--- src/rtl/fruit_launcher.sv ---
// ============================================================================
// Module   : fruit_launcher
// Function : Ballistic fruit sprite with launch, frame-tick motion, slicing
//            into two halves and miss detection.
// Revision : 1.0 - initial release
// ============================================================================
`default_nettype none

module fruit_launcher #(
    parameter int WIDTH    = 150,
    parameter int HEIGHT   = 150,
    parameter int SCREEN_W = 1024,
    parameter int SCREEN_H = 768,
    parameter int GRAVITY  = 1,
    parameter int SPLIT_DX = 4
) (
    input  logic              pixel_clk,
    input  logic              reset,
    input  logic              vsync,
    input  logic              launch,
    input  logic [10:0]       launch_x,
    input  logic signed [4:0] launch_vx,
    input  logic [5:0]        launch_vy,
    input  logic              slice_hit,
    output logic [10:0]       x,
    output logic [9:0]        y,
    output logic [10:0]       xslice,
    output logic [9:0]        yslice,
    output logic [2:0]        slice,
    output logic              active,
    output logic              busy,
    output logic              sliced_evt,
    output logic              missed_evt
);

    typedef enum logic [1:0] {
        S_IDLE   = 2'd0,
        S_FLYING = 2'd1,
        S_SPLIT  = 2'd2
    } state_t;

    localparam logic [10:0]        c_X_MAX    = 11'(SCREEN_W - WIDTH);
    localparam logic signed [11:0] c_X_MAX12  = 12'(SCREEN_W - WIDTH);
    localparam logic [11:0]        c_H12      = 12'(SCREEN_H);
    localparam logic [9:0]         c_Y_LAUNCH = (SCREEN_H > 1023) ? 10'd1023 : 10'(SCREEN_H);
    localparam logic signed [11:0] c_DX12     = 12'(SPLIT_DX);
    localparam logic signed [8:0]  c_GRAV9    = 9'(GRAVITY);

    if ((WIDTH <= 0) || (HEIGHT <= 0) || (WIDTH >= SCREEN_W)) begin : g_param_check
        $error("fruit_launcher: sprite dimensions incompatible with screen");
    end

    state_t             r_state, w_state_nx;
    logic [10:0]        r_x, r_xs, w_x_nx, w_xs_nx;
    logic [9:0]         r_y, r_ys, w_y_nx, w_ys_nx;
    logic signed [4:0]  r_vx, w_vx_nx;
    logic signed [7:0]  r_vy, w_vy_nx, w_vy_base, w_vy_sat;
    logic signed [8:0]  w_vy_dec;
    logic [2:0]         r_slice, w_slice_nx;
    logic               r_active, r_busy, r_sliced, r_missed, r_vsync_d;
    logic               w_active_nx, w_busy_nx, w_sliced_nx, w_missed_nx, w_tick;
    logic signed [11:0] w_y_raw, w_ys_raw, w_x_raw, w_xs_raw, w_xl_raw;

    function automatic logic [9:0] f_sat_y(input logic signed [11:0] v);
        if (v[11])              return 10'd0;
        else if (v > 12'sd1023) return 10'd1023;
        else                    return v[9:0];
    endfunction

    function automatic logic [10:0] f_clamp_x(input logic signed [11:0] v);
        if (v[11])               return 11'd0;
        else if (v > c_X_MAX12)  return c_X_MAX;
        else                     return v[10:0];
    endfunction

    assign w_tick   = vsync & ~r_vsync_d;
    assign w_y_raw  = $signed({2'b00, r_y})  - $signed({{4{r_vy[7]}}, r_vy});
    assign w_ys_raw = $signed({2'b00, r_ys}) - $signed({{4{r_vy[7]}}, r_vy});
    assign w_x_raw  = $signed({1'b0, r_x}) + $signed({{7{r_vx[4]}}, r_vx});
    assign w_xl_raw = $signed({1'b0, r_x})  + c_DX12;
    assign w_xs_raw = $signed({1'b0, r_xs}) - c_DX12;

    // A half hitting the top of the screen kills upward speed before gravity acts.
    assign w_vy_base = (w_y_raw[11] || ((r_state == S_SPLIT) && w_ys_raw[11])) ? 8'sd0 : r_vy;
    assign w_vy_dec  = $signed({w_vy_base[7], w_vy_base}) - c_GRAV9;
    assign w_vy_sat  = (w_vy_dec[8] != w_vy_dec[7]) ? (w_vy_dec[8] ? 8'sh80 : 8'sh7F)
                                                    : w_vy_dec[7:0];

    always_comb begin
        w_state_nx  = r_state;
        w_x_nx      = r_x;
        w_y_nx      = r_y;
        w_xs_nx     = r_xs;
        w_ys_nx     = r_ys;
        w_vx_nx     = r_vx;
        w_vy_nx     = r_vy;
        w_slice_nx  = r_slice;
        w_active_nx = r_active;
        w_busy_nx   = r_busy;
        w_sliced_nx = 1'b0;
        w_missed_nx = 1'b0;
        case (r_state)
            S_IDLE: begin
                if (launch) begin
                    w_state_nx  = S_FLYING;
                    w_x_nx      = (launch_x > c_X_MAX) ? c_X_MAX : launch_x;
                    w_y_nx      = c_Y_LAUNCH;
                    w_vx_nx     = launch_vx;
                    w_vy_nx     = $signed({2'b00, launch_vy});
                    w_active_nx = 1'b1;
                    w_busy_nx   = 1'b1;
                    w_slice_nx  = 3'd0;
                end
            end
            S_FLYING: begin
                if (w_tick) begin
                    w_x_nx  = f_clamp_x(w_x_raw);
                    w_y_nx  = f_sat_y(w_y_raw);
                    w_vy_nx = w_vy_sat;
                    if (w_x_raw[11] || (w_x_raw > c_X_MAX12)) begin
                        w_vx_nx = 5'sd0;
                    end
                end
                // A slice wins over a miss detected on the same tick.
                if (slice_hit) begin
                    w_state_nx  = S_SPLIT;
                    w_slice_nx  = 3'd1;
                    w_xs_nx     = w_x_nx;
                    w_ys_nx     = w_y_nx;
                    w_sliced_nx = 1'b1;
                end else if (w_tick && w_vy_sat[7] && ({2'b00, w_y_nx} >= c_H12)) begin
                    w_state_nx  = S_IDLE;
                    w_active_nx = 1'b0;
                    w_busy_nx   = 1'b0;
                    w_missed_nx = 1'b1;
                end
            end
            S_SPLIT: begin
                if (w_tick) begin
                    w_x_nx  = f_clamp_x(w_xl_raw);
                    w_xs_nx = f_clamp_x(w_xs_raw);
                    w_y_nx  = f_sat_y(w_y_raw);
                    w_ys_nx = f_sat_y(w_ys_raw);
                    w_vy_nx = w_vy_sat;
                    if (w_vy_sat[7] && ({2'b00, w_y_nx} >= c_H12) && ({2'b00, w_ys_nx} >= c_H12)) begin
                        w_state_nx  = S_IDLE;
                        w_active_nx = 1'b0;
                        w_busy_nx   = 1'b0;
                        w_slice_nx  = 3'd0;
                    end
                end
            end
            default: w_state_nx = S_IDLE;
        endcase
    end

    always_ff @(posedge pixel_clk) begin
        if (reset) begin
            r_state   <= S_IDLE;
            r_x       <= '0;
            r_y       <= '0;
            r_xs      <= '0;
            r_ys      <= '0;
            r_vx      <= '0;
            r_vy      <= '0;
            r_slice   <= '0;
            r_active  <= 1'b0;
            r_busy    <= 1'b0;
            r_sliced  <= 1'b0;
            r_missed  <= 1'b0;
            r_vsync_d <= 1'b0;
        end else begin
            r_state   <= w_state_nx;
            r_x       <= w_x_nx;
            r_y       <= w_y_nx;
            r_xs      <= w_xs_nx;
            r_ys      <= w_ys_nx;
            r_vx      <= w_vx_nx;
            r_vy      <= w_vy_nx;
            r_slice   <= w_slice_nx;
            r_active  <= w_active_nx;
            r_busy    <= w_busy_nx;
            r_sliced  <= w_sliced_nx;
            r_missed  <= w_missed_nx;
            r_vsync_d <= vsync;
        end
    end

    assign x          = r_x;
    assign y          = r_y;
    assign xslice     = r_xs;
    assign yslice     = r_ys;
    assign slice      = r_slice;
    assign active     = r_active;
    assign busy       = r_busy;
    assign sliced_evt = r_sliced;
    assign missed_evt = r_missed;

endmodule

`default_nettype wire

--- config.mk ---
export PLATFORM = sky130hd
export DESIGN_NAME = fruit_launcher
export DESIGN_NICKNAME = d
export VERILOG_FILES = /design/src/rtl/fruit_launcher.sv
export SDC_FILE = /design/constraint.sdc
export NUM_CORES = 1
export LEC_CHECK = 0
export CORE_MARGIN = 3
export CORE_UTILIZATION = 57
export DETAILED_ROUTE_END_ITERATION = 8
export PLACE_DENSITY_LB_ADDON = 0.05
export SYNTH_ARGS = -nofsm -noshare
export SYNTH_HDL_FRONTEND = slang
export SYNTH_SLANG_ARGS = --single-unit
--- constraint.sdc ---
create_clock -name pixel_clk -period 5.85 [get_ports pixel_clk]
set_input_delay 1.4625 -clock pixel_clk [delete_from_list [all_inputs] [get_ports pixel_clk]]
set_output_delay 1.4625 -clock pixel_clk [all_outputs]
set_load 0.005 [all_outputs]
Yosys cells after proc, flatten, opt, wreduce, memory -nomap -nowiden. Cells that the tools add are included.

Flip-flop bits (word level): 64. Word-level logic and storage cells: 124. Input bits: 27. Output and inout port bits: 49.

$lt $le $gt $ge: 9. Bitwise operators: 3. Eq/ne operators: 13. Reductions and logical operators: 22. $add $sub $neg: 6. Multiplexer cells: 59.

Operators by type and width (number): two-way mux 10 bit (14); two-way mux 11 bit (12); > comparator 12 x 11 -> 1 bit (second input constant) (5); two-way mux 8 bit (5); case mux 11 bit (3 select lines) (1); >= comparator 10 bit (second input constant) (3); case mux 10 bit (3 select lines) (1); subtractor 11 x 8 -> 12 bit (2); case mux 11 bit (2 select lines) (1); case mux 10 bit (2 select lines) (1); case mux 8 bit (2 select lines) (1); two-way mux 5 bit (3); != test 2 bit (second input constant) (7); adder 11 x 3 -> 12 bit (second input constant) (1); adder 12 x 5 -> 12 bit (1); two-way mux 3 bit (4); subtractor 11 x 3 -> 12 bit (second input constant) (1); > comparator 11 x 10 -> 1 bit (second input constant) (1); two-way mux 2 bit (5); case mux 5 bit (2 select lines) (1); case mux 3 bit (3 select lines) (1); AND reduction 3 bit (3); subtractor 8 x 2 -> 9 bit (second input constant) (1); AND reduction 4 bit (2); other kinds (19) (35).

Logic depth before layout (Yosys ltp). Gate-level depths: netlist (run 1).

Depth in word-level cells: 12. Gate-level depth with buffers: 18. Mapped depth without buffers: 16.

Worst setup path after synthesis (run 1). Ideal clock, no wire load.

Path kind: flip-flop to flip-flop. Start point: reg r_vy[7]. End point: reg r_state[1]. Arrival time: 4474 ps. Library setup time: 117 ps. Setup slack: 1259 ps. Clock period less this slack: 4591 ps. Stages on the path, launching flop included: 19. Data required time: 5733 ps. Buffers on the path: 2. Cells stage by stage: dfxtp_1 -> clkbuf_1 -> inv_1 -> clkbuf_1 -> ha_1 -> a21o_1 -> nor3_1 -> nand3_1 -> and2_1 -> o221a_2 -> or2_2 -> and2_1 -> inv_1 -> ha_1 -> o32ai_1 -> a2111o_1 -> o41a_1 -> a211o_1 -> a32o_1.

Cells in the longest elaborated chain, start to end: 11. Elaborated cells on any way between the ends: 31. Those cells by class: 3 x add/sub; 5 x order compare; 3 x eq/ne; 13 x mux; 7 x reduce/logical.

Ends and longest elaborated chain: start, declared (line 57) `logic signed [7:0] r_vy, w_vy_nx, w_vy_base, w_vy_sat;`; start signal, assigned (line 179) `r_vy <= w_vy_nx;`; subtractor 11 x 8 -> 12 bit (on tied branches) (line 77, 78); > comparator 12 x 11 -> 1 bit / logical AND 1 bit (equally long branches) (line 66, 84); two-way mux 10 bit / logical OR 1 bit (equally long branches) (line 66, 84); two-way mux 10 bit / two-way mux 8 bit (equally long branches) (line 65, 84); two-way mux 10 bit / subtractor 8 x 2 -> 9 bit (equally long branches) (line 139, 85); two-way mux 10 bit, or another cell as far along (line 102) `case (r_state)`; >= comparator 10 bit / two-way mux 8 bit (equally long branches) (line 145, 86); logical AND 1 bit (on tied branches) (2 in a row) (line 145, 131); != test 2 x 1 -> 1 bit (no line) / != test 3 bit (equally long branches); AND reduction 4 bit (no line) *; end signal, assigned (line 173) `r_state <= w_state_nx;`; end, declared (line 53) `state_t r_state, w_state_nx;`.

Mark *: on every way between the ends. The rest lies on a longest branch, timed or not. The select of a mux whose other input is x is not followed. A chain may end at the register's enable or synchronous reset.

Worst setup path in the final report (run 1). Same ends and word-level chain as after synthesis.

==> flow_summary.toml, run 1 <==
[grt]
global_route.usage.met3 = 0.0567
gr-usage-met2 = 0.563
number_of_global_route_vias_before_repair = 6316
grt_util_met1 = 0.385
grt.overflow.total = 0
grt_max_degree = 43
total_routing_resource_utilization_after_global_routing = 0.325
busiest_layer = "met2"
antenna_found_initial = 0
grt_pass1_wl_um = 30600

[floorplanning]
placementRows = 36
die_h_um = 108
ioPinCount = 76
core_area_um2 = 9950
die_x_um = 108
fp.dieArea_um2 = 11700
initial_core_util = 0.598

[sta]
finalSetupViolations = 0
hold_viol = 0
max_clk_rate_mhz = 206
tns_ns = 0
worst_pin_slew_ns = 0.990
rsz0062_at_grt = "false"
max_slew_margin = 0.338
final.min_clock_period_ns = 4.86
final_min_period_over_clock_period = 0.831
skew_ns = 0.00974
maxSlewViolCount = 0
fin_ws_ns = 0.987

[min_path]
min-delay-start = "r_vx[2]"
hold_class = "flip-flop to flip-flop"

[route]
via_count = 6576
totalWireLength_um = 19000
routedWlPerCell_um = 19.2
detail-route-antenna-nets = 0
detail_route.first_pass.iterations = 9
viasPerCell = 6.63
detailedRoute.firstIterationViolations = 524
drc_errors = 0

[status]
status = "completed"

[power_and_ir_drop]
power_mw = 4.42
p_switching_mw = 2.30
power.switching_fraction = 0.521
clockPowerShare = 0.092
power.density_cell_area_nw_per_um2 = 636
max-vdd-ir-drop_v = 0.000417
combinationalPowerShare = 0.736
pwr-share-seq = 0.172
static-leakage-power_nw = 2.67
internal_power_mw = 2.12

[cells_and_area]
layout-area-overhead-vs-synth_pct = 16.9
mostFrequentLayoutCell = "nor2_1"
antenna_cells = 0
fin_cells = 992
layout.core_utilization = 0.699
mostFrequentLayoutCells = "nor2_1 (80), clkdlybuf4s50_1 (73), nand2_1 (64)"
fin_nets = 928
fraction_of_final_layout_cells_with_drive_strength_greater_than_1 = 0.0617

[yosys]
post_synth_edffs = 0
synthesis.instances = 800
synth_seq_cells = 62
synth_ff_type = "dfxtp_1"
ys.warnings.count = 0
synth-seq-area-share = 0.208
synth-async-reset-ratio = 0
netlist_area_um2 = 5950
syn_area_per_cell_um2 = 7.44
synth_cell_type_count = 78

[clock_tree]
clock_latency_ns = 0.36
cts.sinks = 62
ctsHoldBuffers = 0
numCtsBuffers = 9
postCtsSetupRepairBufs = 0
maximum_clock_path_buffer_count = 2
cts_htree_levels = 3
clk_pin_slew_ns = 0.08
tritoncts = "built"
postCtsResizedCells = 0
cts_root_buffer = "clkbuf_8"

[setup_path]
critPathLaunchType = "flip-flop"
critPathLaunch = "r_vy[7]"
critPathMaxFanout = 19
worst_setup_path_end_kind = "flip-flop"
max_stage_delay_ns = 0.50
cpMaxStageDelayCell = "dfxtp_1"
crit_required_ns = 6.10
startpoint_of_the_most_critical_register_to_register_path = "r_vy[7]"
crit_chain = "inv_1 -> ha_1 -> a21o_1 -> nor3_1 -> nand3_1 -> and2_1 -> o221a_2 -> or2_2 -> and2_1 -> inv_1 -> ha_1 -> o32ai_1 -> a2111o_1 -> o41a_1 -> a211o_1 -> a32o_1"
timing_worst_setup_path_type = "flip-flop to flip-flop"
critical_path.n_buffers_inverters = 2
cp_data_arrival_time_ns = 5.12
crit_family = "compound AO/OA/AOI/OAI gates"
timing.reg2reg.setup_slack_ns = 0.99

[placement]
place.port_buffers = 73
post-place-ws_ns = 1.08
post-place-cells = 976
place_hpwl_um = 14400
gpl.final_weighted_congestion = 0.977

[job]
maximum_capacitance_violations = 0
cell type report:
cell class,instances,area (µm²)
inverters,55,206
multi-input cells,646,4350
flip-flops and latches,62,1240
repair buffers,80,783
clock inverters,5,57.6
fillers,849,3000
well taps,133,166
clock buffers,11,151
worst register-to-register path, cell delays in order, from the launching register on:
cell and delay [ns]:
dfxtp_1 0.50, inv_1 0.36, ha_1 0.44, a21o_1 0.22, nor3_1 0.19, nand3_1 0.21
and2_1 0.23, o221a_2 0.29, or2_2 0.29, and2_1 0.17, inv_1 0.05, ha_1 0.29
o32ai_1 0.18, a2111o_1 0.48, o41a_1 0.36, a211o_1 0.28, a32o_1 0.24
routing by layer:
metal	up-vias	wire length, µm
met2	352	9060
met5	-	0
li1	3099	-
met1	3040	7500
met4	0	961
met3	85	1480
stage by stage:
step | hold WS (ns) | cell area [µm²]
global placement | 0.468 | 6750
detailed placement | 0.461 | 6750
CTS | 0.478 | 6960
global route | 0.493 | 6960
floorplan | 0.440 | 5960
finish | 0.476 | 6960
flip-flops by register name (all words and copies together) (netlist names):
| name | flops |
|---|---|
| missed_evt | 1 |
| r_vx | 5 |
| r_state | 2 |
| x | 11 |
| slice | 1 |
| xslice | 11 |
| busy | 1 |
| r_vy | 8 |
| sliced_evt | 1 |
| y | 10 |
| r_vsync_d | 1 |
| yslice | 10 |
cell families after synthesis:
kind of cell,share of synthesized area
buffers and inverters,0.0609
XOR/XNOR,0.0456
adder cells (fa/ha/maj),0.103
AO/OA/AOI/OAI,0.362
AND/OR/NAND/NOR,0.206
flip-flops,0.208
other,0.000630
multiplexers,0.0145
power by group through the flow:
stage	sequential [mW]	clock, mW	combinational [mW]
global route	0.781	0.423	3.56
global placement	0.758	0	3.11
detailed placement	0.764	0	3.18
finish	0.761	0.407	3.25
floorplan	0.678	0	2.40
CTS	0.755	0.406	3.19
worst paths after layout:
| path | endpoint | depth (start not counted) |
|---|---|---|
| setup / recovery | r_state[1] | 16 |
| hold / removal | r_vx[2] | 2 |
| setup reg to reg | r_state[1] | 16 |
| hold reg to reg | r_vx[2] | 2 |
cell usage after synthesis (4+ instances only):
library cell / count / share of area
a31oi_1: 14 / 0.015
mux2_2: 5 / 0.0095
o31ai_1: 10 / 0.013
a221oi_1: 7 / 0.010
ha_1: 44 / 0.092
o21a_1: 19 / 0.024
clkbuf_1: 30 / 0.019
o32ai_1: 11 / 0.016
inv_1: 54 / 0.034
a2bb2oi_1: 5 / 0.0074
a22oi_1: 4 / 0.0050
nor2_1: 80 / 0.050
a311oi_1: 5 / 0.0074
nand3_1: 19 / 0.016
o41ai_1: 4 / 0.0059
o21ai_0: 61 / 0.051
o221ai_1: 5 / 0.0074
or3_1: 7 / 0.0074
nand2_1: 64 / 0.040
nor3b_1: 4 / 0.0050
a21oi_1: 53 / 0.045
or2_2: 6 / 0.0063
nor4_1: 6 / 0.0063
nor2b_1: 9 / 0.0095
xor2_1: 7 / 0.010
and2_1: 7 / 0.0074
o22ai_1: 9 / 0.0095
xnor2_1: 24 / 0.035
o211ai_1: 4 / 0.0050
o22a_1: 9 / 0.013
and3_1: 6 / 0.0063
nor3_1: 24 / 0.020
a21o_1: 13 / 0.016
a211oi_1: 18 / 0.023
a211o_1: 8 / 0.012
dfxtp_1: 62 / 0.21
nand2b_1: 7 / 0.0074
o221a_2: 8 / 0.015
(Power assumes the default switching activity.)
==> inputs of run 2 (changes only) <==
--- a/config.mk
+++ b/config.mk
@@ -6,7 +6,7 @@
 export NUM_CORES = 1
 export LEC_CHECK = 0
 export CORE_MARGIN = 3
-export CORE_UTILIZATION = 57
+export CORE_UTILIZATION = 52
 export DETAILED_ROUTE_END_ITERATION = 8
 export PLACE_DENSITY_LB_ADDON = 0.05
 export SYNTH_ARGS = -nofsm -noshare
==> constraint.sdc (replaced) <==
create_clock -name pixel_clk -period 4.3 [get_ports pixel_clk]
set_input_delay 1.075 -clock pixel_clk [delete_from_list [all_inputs] [get_ports pixel_clk]]
set_output_delay 1.075 -clock pixel_clk [all_outputs]
set_load 0.005 [all_outputs]
==> run 2 against run 1 <==
  * Clock skew about the same
  * Sequential share of layout area down 0.69 points
  * Wire length is 9.0% higher
  * Final area increased by 4.3%
  * Clock power increased by 80%
  * Fmax rose by 18%
  * Worst hold slack better by 0.0035 ns
  * Largest cell class unchanged
  * Largest power group unchanged
==> flow_summary.toml, run 2 (synthesized netlist as in run 1, its figures left out) <==
[floorplanning]
initial_core_util = 0.540
die_h_um = 113
ioPinCount = 76
core_area_um2 = 11000
die_x_um = 113
fp.dieArea_um2 = 12800
placementRows = 38

[clock_tree]
cts.sinks = 62
cts_root_buffer = "clkbuf_16"
clock_latency_ns = 0.34
ctsHoldBuffers = 0
maximum_clock_path_buffer_count = 2
cts_htree_levels = 3
clk_pin_slew_ns = 0.06
tritoncts = "built"
numCtsBuffers = 9

[sta]
worst_pin_slew_ns = 0.745
max_clk_rate_mhz = 242
max_slew_margin = 0.500
hold_viol = 0
skew_ns = 0.00979
whs_ns = 0.479
maxSlewViolCount = 0
finalSetupViolations = 0
tns_ns = 0
final_min_period_over_clock_period = 0.961
final.min_clock_period_ns = 4.13

[setup_path]
max_stage_delay_ns = 0.42
cpMaxStageDelayCell = "o41a_1"
critPathLaunchType = "flip-flop"
cp_data_arrival_time_ns = 4.35
crit_chain = "inv_2 -> ha_1 -> nor2b_1 -> o31ai_2 -> a311o_1 -> nand3b_1 -> o221a_2 -> or2_2 -> and2_1 -> inv_2 -> ha_4 -> o32ai_2 -> a2111o_1 -> o41a_1 -> a211o_1 -> a32o_1"
crit_required_ns = 4.52
timing_worst_setup_path_type = "flip-flop to flip-flop"
cp_common_cell = "inv_2"
worst_setup_path_end_kind = "flip-flop"
critPathMaxFanout = 4

[placement]
place_hpwl_um = 15600
place.port_buffers = 73
gpl.final_weighted_congestion = 0.940

[cells_and_area]
fraction_of_final_layout_cells_with_drive_strength_greater_than_1 = 0.0967
ff_latch_area_um2 = 1240
mostFrequentLayoutCells = "nor2_1 (80), clkdlybuf4s50_1 (73), nand2_1 (64)"
layout-area-overhead-vs-synth_pct = 21.9
antenna_cells = 0
mostFrequentLayoutCell = "nor2_1"
layout.filler_cells = 993
fin_nets = 949
multiInputGateArea_um2 = 4400

[route]
totalWireLength_um = 20700
via_count = 6678
detail_route.first_pass.iterations = 7
detail-route-antenna-nets = 0
routedWlPerCell_um = 20.3
detailedRoute.firstIterationViolations = 582
viasPerCell = 6.55
drc_errors = 0

[power_and_ir_drop]
max-vdd-ir-drop_v = 0.000676
static-leakage-power_nw = 2.81
power.density_cell_area_nw_per_um2 = 905

[job]
maximum_capacitance_violations = 0

[grt]
total_routing_resource_utilization_after_global_routing = 0.318
grt_pass1_wl_um = 33100
antenna_found_initial = 0
grt.overflow.total = 0
grt_max_degree = 42
number_of_global_route_vias_before_repair = 6590

[min_path]
hold_class = "flip-flop to flip-flop"

[status]
status = "completed"
-- run 2: changes by cell type in the layout (fill, tap and decap cells not counted), sizes merged --
cell	change
buf	+21
clkinvlp	+2
clkinv	-1
clkbuf	-2
-- run 2: timing repair --
action	in CTS	in global routing
endpoints found under the hold margin	0	0
resized for setup	0	12
setup endpoints to repair	0	3
setup buffers	0	2
-- run 2: worst paths after layout --
| path | startpoint | end | slack [ns] | cells past startpoint |
|---|---|---|---|---|
| worst max-delay path | r_vy[1] | r_state[1] | 0.17 | 16 |
| worst min-delay path | r_vx[2] | r_vx[2] | 0.48 | 2 |
| worst max register to register | r_vy[1] | r_state[1] | 0.17 | 16 |
| worst min register to register | r_vx[2] | r_vx[2] | 0.48 | 2 |
-- run 2: where the power goes --
part           total, mW  switching, mW  leakage, nW  internal (mW)
Combinational       4.83           2.80         2.16           2.03
Clock              0.731          0.287        0.137          0.444
Sequential          1.01          0.263        0.509          0.748
-- run 2: layout make-up --
type	count	area share
clock buffers	9	0.0310
clock inverters	6	0.00879
inverters	55	0.0284
multi-input cells	646	0.607
flip-flops and latches	62	0.171
well taps	140	0.0241
repair buffers	101	0.130
-- run 2: routing by layer --
layer / up-vias / track usage / wire [µm]
met5: - / 0 / 0
met4: 0 / 0.159 / 931
met3: 70 / 0.0455 / 1260
met2: 316 / 0.547 / 9980
met1: 3151 / 0.389 / 8540
li1: 3141 / - / -
-- run 2: critical path, delay by kind of cell, from the launching register on --
family | cells | cell delay [ns]
flip-flops | 1 | 0.33
buffers and inverters | 2 | 0.12
adder cells (fa/ha/maj) | 2 | 0.40
AND/OR/NAND/NOR | 4 | 0.75
AO/OA/AOI/OAI | 8 | 2.43
-- run 2: metrics by stage --
stage	setup WS, ns	cells	utilization	cell area (µm²)	power [mW]
3_3_place_gp	0.258	1002	0.626	6900	5.53
4_1_cts	0.111	1017	0.652	7190	6.36
6_report	0.167	1019	0.658	7260	6.57
2_1_floorplan	0.0297	801	-	5960	4.19
5_1_grt	-0.00427	1019	0.658	7260	7.02
3_5_place_dp	0.134	1002	0.626	6900	5.60
